<file path="config.mk">
export PLATFORM = sky130hd
export DESIGN_NAME = dmem_stall_ctrl
export DESIGN_NICKNAME = d
export VERILOG_FILES = /design/src/rtl/dmem_stall_ctrl.sv
export SDC_FILE = /design/constraint.sdc
export NUM_CORES = 1
export LEC_CHECK = 0
export BUFFER_PORTS_ARGS = -buffer_cell sky130_fd_sc_hd__clkbuf_2
export CAP_MARGIN = 5
export CELL_PAD_IN_SITES_DETAIL_PLACEMENT = 0
export CELL_PAD_IN_SITES_GLOBAL_PLACEMENT = 1
export CORE_MARGIN = 3
export CORE_UTILIZATION = 38
export CTS_BUF_LIST = sky130_fd_sc_hd__clkbuf_8
export DETAILED_ROUTE_END_ITERATION = 12
export HOLD_SLACK_MARGIN = 0.02
export PLACE_DENSITY_LB_ADDON = 0.25
export SYNTH_ARGS = -nofsm -noshare
export SYNTH_HDL_FRONTEND = slang
export SYNTH_SLANG_ARGS = --single-unit
</file>
<file path="constraint.sdc">
create_clock -name clk_i -period 4.8 [get_ports clk_i]
set_input_delay 0.96 -clock clk_i [delete_from_list [all_inputs] [get_ports clk_i]]
set_output_delay 0.96 -clock clk_i [all_outputs]
set_load 0.02 [all_outputs]
</file>
<file path="src/rtl/dmem_stall_ctrl.sv">
// Memory-stage load/store sequencer: drives the req/ack data bus,
// stalls the EX/MEM register while busy, aligns store data, extends loads.
module dmem_stall_ctrl #(
  parameter int DW      = 32,
  parameter int TIMEOUT = 255,
  parameter int TW      = $clog2(TIMEOUT + 1)
) (
  input  logic          clk_i,
  input  logic          rst_i,
  input  logic          mem_req_m,
  input  logic          mem_write_m,
  input  logic [2:0]    func3_m,
  input  logic [DW-1:0] addr_m,
  input  logic [DW-1:0] wdata_m,
  output logic          stall_o,
  output logic          dbus_req_o,
  output logic          dbus_we_o,
  output logic [DW-1:0] dbus_addr_o,
  output logic [3:0]    dbus_be_o,
  output logic [DW-1:0] dbus_wdata_o,
  input  logic          dbus_ack_i,
  input  logic          dbus_err_i,
  input  logic [DW-1:0] dbus_rdata_i,
  output logic [DW-1:0] load_data_o,
  output logic          done_o,
  output logic          fault_o,
  output logic [1:0]    fault_cause_o
);

  typedef enum logic [1:0] {
    IDLE,
    BUSY,
    DONE
  } state_t;

  typedef struct packed {
    logic          we;
    logic [DW-1:0] addr;
    logic [3:0]    be;
    logic [DW-1:0] wdata;
    logic [2:0]    f3;
    logic [1:0]    off;
  } acc_t;

  localparam logic [1:0] C_NONE = 2'd0;
  localparam logic [1:0] C_MIS  = 2'd1;
  localparam logic [1:0] C_BUS  = 2'd2;
  localparam logic [1:0] C_TMO  = 2'd3;

  state_t        state_q, state_d;
  acc_t          acc_q, acc_d;
  logic          req_q, req_d;
  logic [1:0]    cause_q, cause_d;
  logic [TW-1:0] cnt_q, cnt_d;
  logic [DW-1:0] ld_q, ld_d;
  logic          latch;

  logic          is_byte;
  logic          is_half;
  logic          is_word;
  logic          bad_f3;
  logic          misal;
  logic [3:0]    be_m;
  logic [DW-1:0] wd_m;
  logic [7:0]    lb;
  logic [15:0]   lh;
  logic [DW-1:0] ext;
  logic          tmo_hit;

  always_comb begin
    is_byte = (func3_m[1:0] == 2'b00);
    is_half = (func3_m[1:0] == 2'b01);
    is_word = (func3_m[1:0] == 2'b10);
    bad_f3  = (func3_m == 3'b011) ||
              (func3_m[2:1] == 2'b11);
    misal   = bad_f3 ||
              (is_half && addr_m[0]) ||
              (is_word && (addr_m[1:0] != 2'b00));
  end

  always_comb begin
    be_m = 4'hf;
    wd_m = '0;
    if (mem_write_m) begin
      unique case (1'b1)
        is_byte: begin
          be_m = 4'b0001 << addr_m[1:0];
          wd_m = {4{wdata_m[7:0]}};
        end
        is_half: begin
          be_m = addr_m[1] ? 4'b1100 : 4'b0011;
          wd_m = {2{wdata_m[15:0]}};
        end
        default: begin
          be_m = 4'hf;
          wd_m = wdata_m;
        end
      endcase
    end
  end

  // Load lane select uses the offset captured when the access started.
  always_comb begin
    lb = dbus_rdata_i[7:0];
    unique case (acc_q.off)
      2'd0: lb = dbus_rdata_i[7:0];
      2'd1: lb = dbus_rdata_i[15:8];
      2'd2: lb = dbus_rdata_i[23:16];
      2'd3: lb = dbus_rdata_i[31:24];
    endcase
    lh = acc_q.off[1] ? dbus_rdata_i[31:16]
                      : dbus_rdata_i[15:0];
    case (acc_q.f3)
      3'b000:  ext = {{(DW-8){lb[7]}}, lb};
      3'b001:  ext = {{(DW-16){lh[15]}}, lh};
      3'b100:  ext = {{(DW-8){1'b0}}, lb};
      3'b101:  ext = {{(DW-16){1'b0}}, lh};
      default: ext = dbus_rdata_i;
    endcase
  end

  assign tmo_hit = (cnt_q == TW'(TIMEOUT - 1));

  always_comb begin
    state_d = state_q;
    req_d   = req_q;
    cause_d = cause_q;
    cnt_d   = cnt_q;
    ld_d    = ld_q;
    latch   = 1'b0;
    unique case (state_q)
      IDLE: begin
        if (mem_req_m) begin
          if (misal) begin
            state_d = DONE;
            cause_d = C_MIS;
            if (!mem_write_m) ld_d = '0;
          end else begin
            state_d = BUSY;
            req_d   = 1'b1;
            cnt_d   = '0;
            latch   = 1'b1;
          end
        end
      end
      BUSY: begin
        if (dbus_err_i) begin
          state_d = DONE;
          req_d   = 1'b0;
          cause_d = C_BUS;
          if (!acc_q.we) ld_d = '0;
        end else if (dbus_ack_i) begin
          state_d = DONE;
          req_d   = 1'b0;
          cause_d = C_NONE;
          if (!acc_q.we) ld_d = ext;
        end else if (tmo_hit) begin
          state_d = DONE;
          req_d   = 1'b0;
          cause_d = C_TMO;
          if (!acc_q.we) ld_d = '0;
        end else begin
          cnt_d = cnt_q + TW'(1);
        end
      end
      DONE: state_d = IDLE;
      default: begin
        state_d = IDLE;
        req_d   = 1'b0;
      end
    endcase
  end

  always_comb begin
    acc_d = acc_q;
    if (latch) begin
      acc_d.we    = mem_write_m;
      acc_d.addr  = {addr_m[DW-1:2], 2'b00};
      acc_d.be    = be_m;
      acc_d.wdata = wd_m;
      acc_d.f3    = func3_m;
      acc_d.off   = addr_m[1:0];
    end
  end

  always_ff @(posedge clk_i or posedge rst_i) begin
    if (rst_i) begin
      state_q <= IDLE;
      acc_q   <= '0;
      req_q   <= 1'b0;
      cause_q <= C_NONE;
      cnt_q   <= '0;
      ld_q    <= '0;
    end else begin
      state_q <= state_d;
      acc_q   <= acc_d;
      req_q   <= req_d;
      cause_q <= cause_d;
      cnt_q   <= cnt_d;
      ld_q    <= ld_d;
    end
  end

  assign stall_o       = mem_req_m && (state_q != DONE);
  assign dbus_req_o    = req_q;
  assign dbus_we_o     = acc_q.we;
  assign dbus_addr_o   = acc_q.addr;
  assign dbus_be_o     = acc_q.be;
  assign dbus_wdata_o  = acc_q.wdata;
  assign load_data_o   = ld_q;
  assign done_o        = (state_q == DONE);
  assign fault_o       = done_o && (cause_q != C_NONE);
  assign fault_cause_o = cause_q;

endmodule

</file>
==> results by group <==
STA
  • Tmin final: 2.69 ns
  • # setup viols final: 0
  • Tcrit/Tclk final: 56.1%
  • Fin. max-slew vios: 0
  • Hold Violations, Final: 0
  • Fmax: 0.372 GHz
  • RSZ-0062 raised after global routing: false
  • Worst hold margin: 0.470 ns
  • Clock skew: 0.0121 ns
  • Final WS setup: 2.11 ns
  • Final TNS setup: 0 ns
  • Slew @ Worst Pin: 0.967 ns
  • Max-slew headroom: 35.5%

Finish
  • Layout cells sized above 1: 34.1%
  • Layout area overhead: 18.4%
  • Final net count: 911
  • Final Util: 46.1%
  • Final non-filler cell total: 1,033
  • # diodes: 0
  • Post-Layout Inst Area: 0.00738 mm2

Clocking
  • Post-CTS resize count: 0
  • Cts bufs inserted: 17
  • CTS tree: yes
  • Clock Latency Late Sink: 0.44 ns
  • Post-CTS setup buffer count: 0
  • Clock Path Buffers: 2
  • CTS sink count: 117
  • Root Buffer: clkbuf_8
  • Clk slew on worst S/H paths: 0.07 ns
  • CTS Hold Bufs: 0
  • H-tree Lvls: 4

Synth
  • Post-synth cell types: 52
  • Top cells by count, synth: 186 x nand2_1, 117 x dfrtp_1, 71 x buf_4, 40 x nand3_1, 34 x o21ai_0
  • EDFF count, synth: 0
  • Synth Area per Inst: 9.18 um2
  • Yosys top cell area share: 47.0%
  • Main synth FF type: dfrtp_1
  • Mapped Area: 0.00624 mm2
  • Most frequent cell after synthesis: nand2_1
  • Synth warnings: 0
  • Seq/Total Area, Yosys: 47.0%
  • Synth area leaders: dfrtp_1 47%, nand2_1 11%, buf_4 8.5%
  • Async SR Flop Fraction: 100%
  • Cell count after synthesis: 679
  • FF+latch count, synth: 117
  • Top cell type by total area after synthesis: dfrtp_1

Power and ir drop
  • Pwr Total: 3.63 mW
  • NetSw: 1.35 mW
  • Peak supply drop: 0.000189 V
  • Cell Pwr Density: 491 mW/mm2
  • Leak: 3.87 nW
  • Clock power frac: 29.0%
  • Internal Power: 2.28 mW
  • Register share of total power: 38.5%
  • Sw Share: 37.1%
  • Gate power share: 32.5%

Die
  • Die area: 0.0180 mm2
  • Initial Util: 39.0%
  • # rows: 46
  • Top-Level Pins: 212
  • Die height: 134 um
  • CORE AREA: 0.0160 mm2
  • Die width: 134 um

Detailed routing
  • Drt drc: 0
  • Via/cell ratio: 5.09
  • DR iter-0 viols: 283
  • Routed len/inst: 16.4 um
  • Vias after detailed routing: 5,257
  • Post-DRT Antenna Nets: 0
  • Routed wire length: 17,000 um
  • First-pass DRT Iterations: 5

GRT
  • Largest net degree at the start of global routing: 69
  • Vias in the first global route: 5,198
  • All-Layer GR Usage: 18.9%
  • Gr ovfl total: 0
  • Global-route wire length before repair: 27,300 um
  • Initial antenna violation count: 0

Placement
  • DP Wirelength: 12,000 um
  • PortBufs: 209
  • DP Worst Slack: 1.52 ns
  • Routability Congestion: 0.840
  • Placed instance area: 0.00691 mm2
  • Cell count after placement: 1,000

Setup path
  • Crit path required time: 5.17 ns
  • Crit. End Element: register
  • Critical path class: in2reg
  • Startpoint types: primary input
  • Crit-path max FO: 68
  • Worst EP arrival: 3.06 ns
  • Reg2reg path depth: 4

Status
  • Status: complete, no violations

Min path
  • Hold depth: 2
  • HP Class: reg2reg

Job
  • Max-Cap Viols: 0
## power groups by stage
stage / sequential, mW / clock, mW / combinational, mW
3_3_place_gp: 1.41 / 0 / 1.17
3_5_place_dp: 1.41 / 0 / 1.19
6_report: 1.40 / 1.05 / 1.18
5_1_grt: 1.43 / 1.12 / 1.30
4_1_cts: 1.40 / 1.08 / 1.19
2_1_floorplan: 1.41 / 0 / 0.982
## cell usage in the layout, fill, tap and decap left out, drive strengths merged, types with 2 or more instances in the layout
master	instances
a21oi	14
dfrtp	117
clkinv	4
or3	11
mux2i	10
buf	9
nor4	2
nor3b	2
conb	2
clkbuf	232
or4	2
bufinv	4
nor2	13
o211ai	3
a211o	6
ha	2
nand2b	7
o21a	2
o2bb2ai	30
inv	7
mux2	23
nor3	3
and3b	8
nand3	40
a221oi	7
a22oi	16
nand2	186
o21ai	34
## per-layer routing
layer	wire length (um)	track usage, %
met5	0	0
met4	227	5.43
met3	1210	5.74
met2	8040	30.3
met1	7490	24.9
## registers in the layout, indices dropped and copies added (netlist names)
register / flops
dbus_be_o: 4
cnt_q: 8
fault_cause_o: 2
dbus_addr_o: 30
acc_q: 5
load_data_o: 32
dbus_we_o: 1
state_q: 2
dbus_wdata_o: 32
dbus_req_o: 1
## area by class of cell
class	count	area, um2
Clock buffer	23	317
Clock inverter	9	146
Fill cell	1643	8620
Inverter	7	28.8
Multi-Input combinational cell	443	2570
Sequential cell	117	2930
Tap cell	216	270
Timing Repair Buffer	218	1120
## worst paths after layout
| path | slack, ns | from | to |
|---|---|---|---|
| max | 2.11 | func3_m[0] | dbus_wdata_o[2] |
| min | 0.47 | dbus_wdata_o[11] | dbus_wdata_o[11] |
| max reg2reg | 2.36 | acc_q[1] | load_data_o[31] |
| min reg2reg | 0.47 | dbus_wdata_o[11] | dbus_wdata_o[11] |
| max in group asynchronous | 3.18 | rst_i | dbus_be_o[3] |
| min in group asynchronous | 0.56 | rst_i | dbus_addr_o[28] |
## critical path, cell delays in order
cell and delay (ns):
clkbuf_2 0.28, or4_4 0.53, a21boi_4 0.34, buf_4 0.62
nand3_1 0.19, nand2_1 0.10
## cells by family after synthesis
logic type / count (synthesis) / share of synthesized area (%)
adders and majority gates: 2 / 0.401
other: 1 / 0.0601
buffers and inverters: 120 / 12.0
DFF: 117 / 47.0
xor gates and xnor gates: 1 / 0.140
AOI/OAI and AO/OA: 125 / 14.6
and+or+nand+nor: 279 / 19.7
muxes: 34 / 6.12
(Power assumes the default switching activity.)
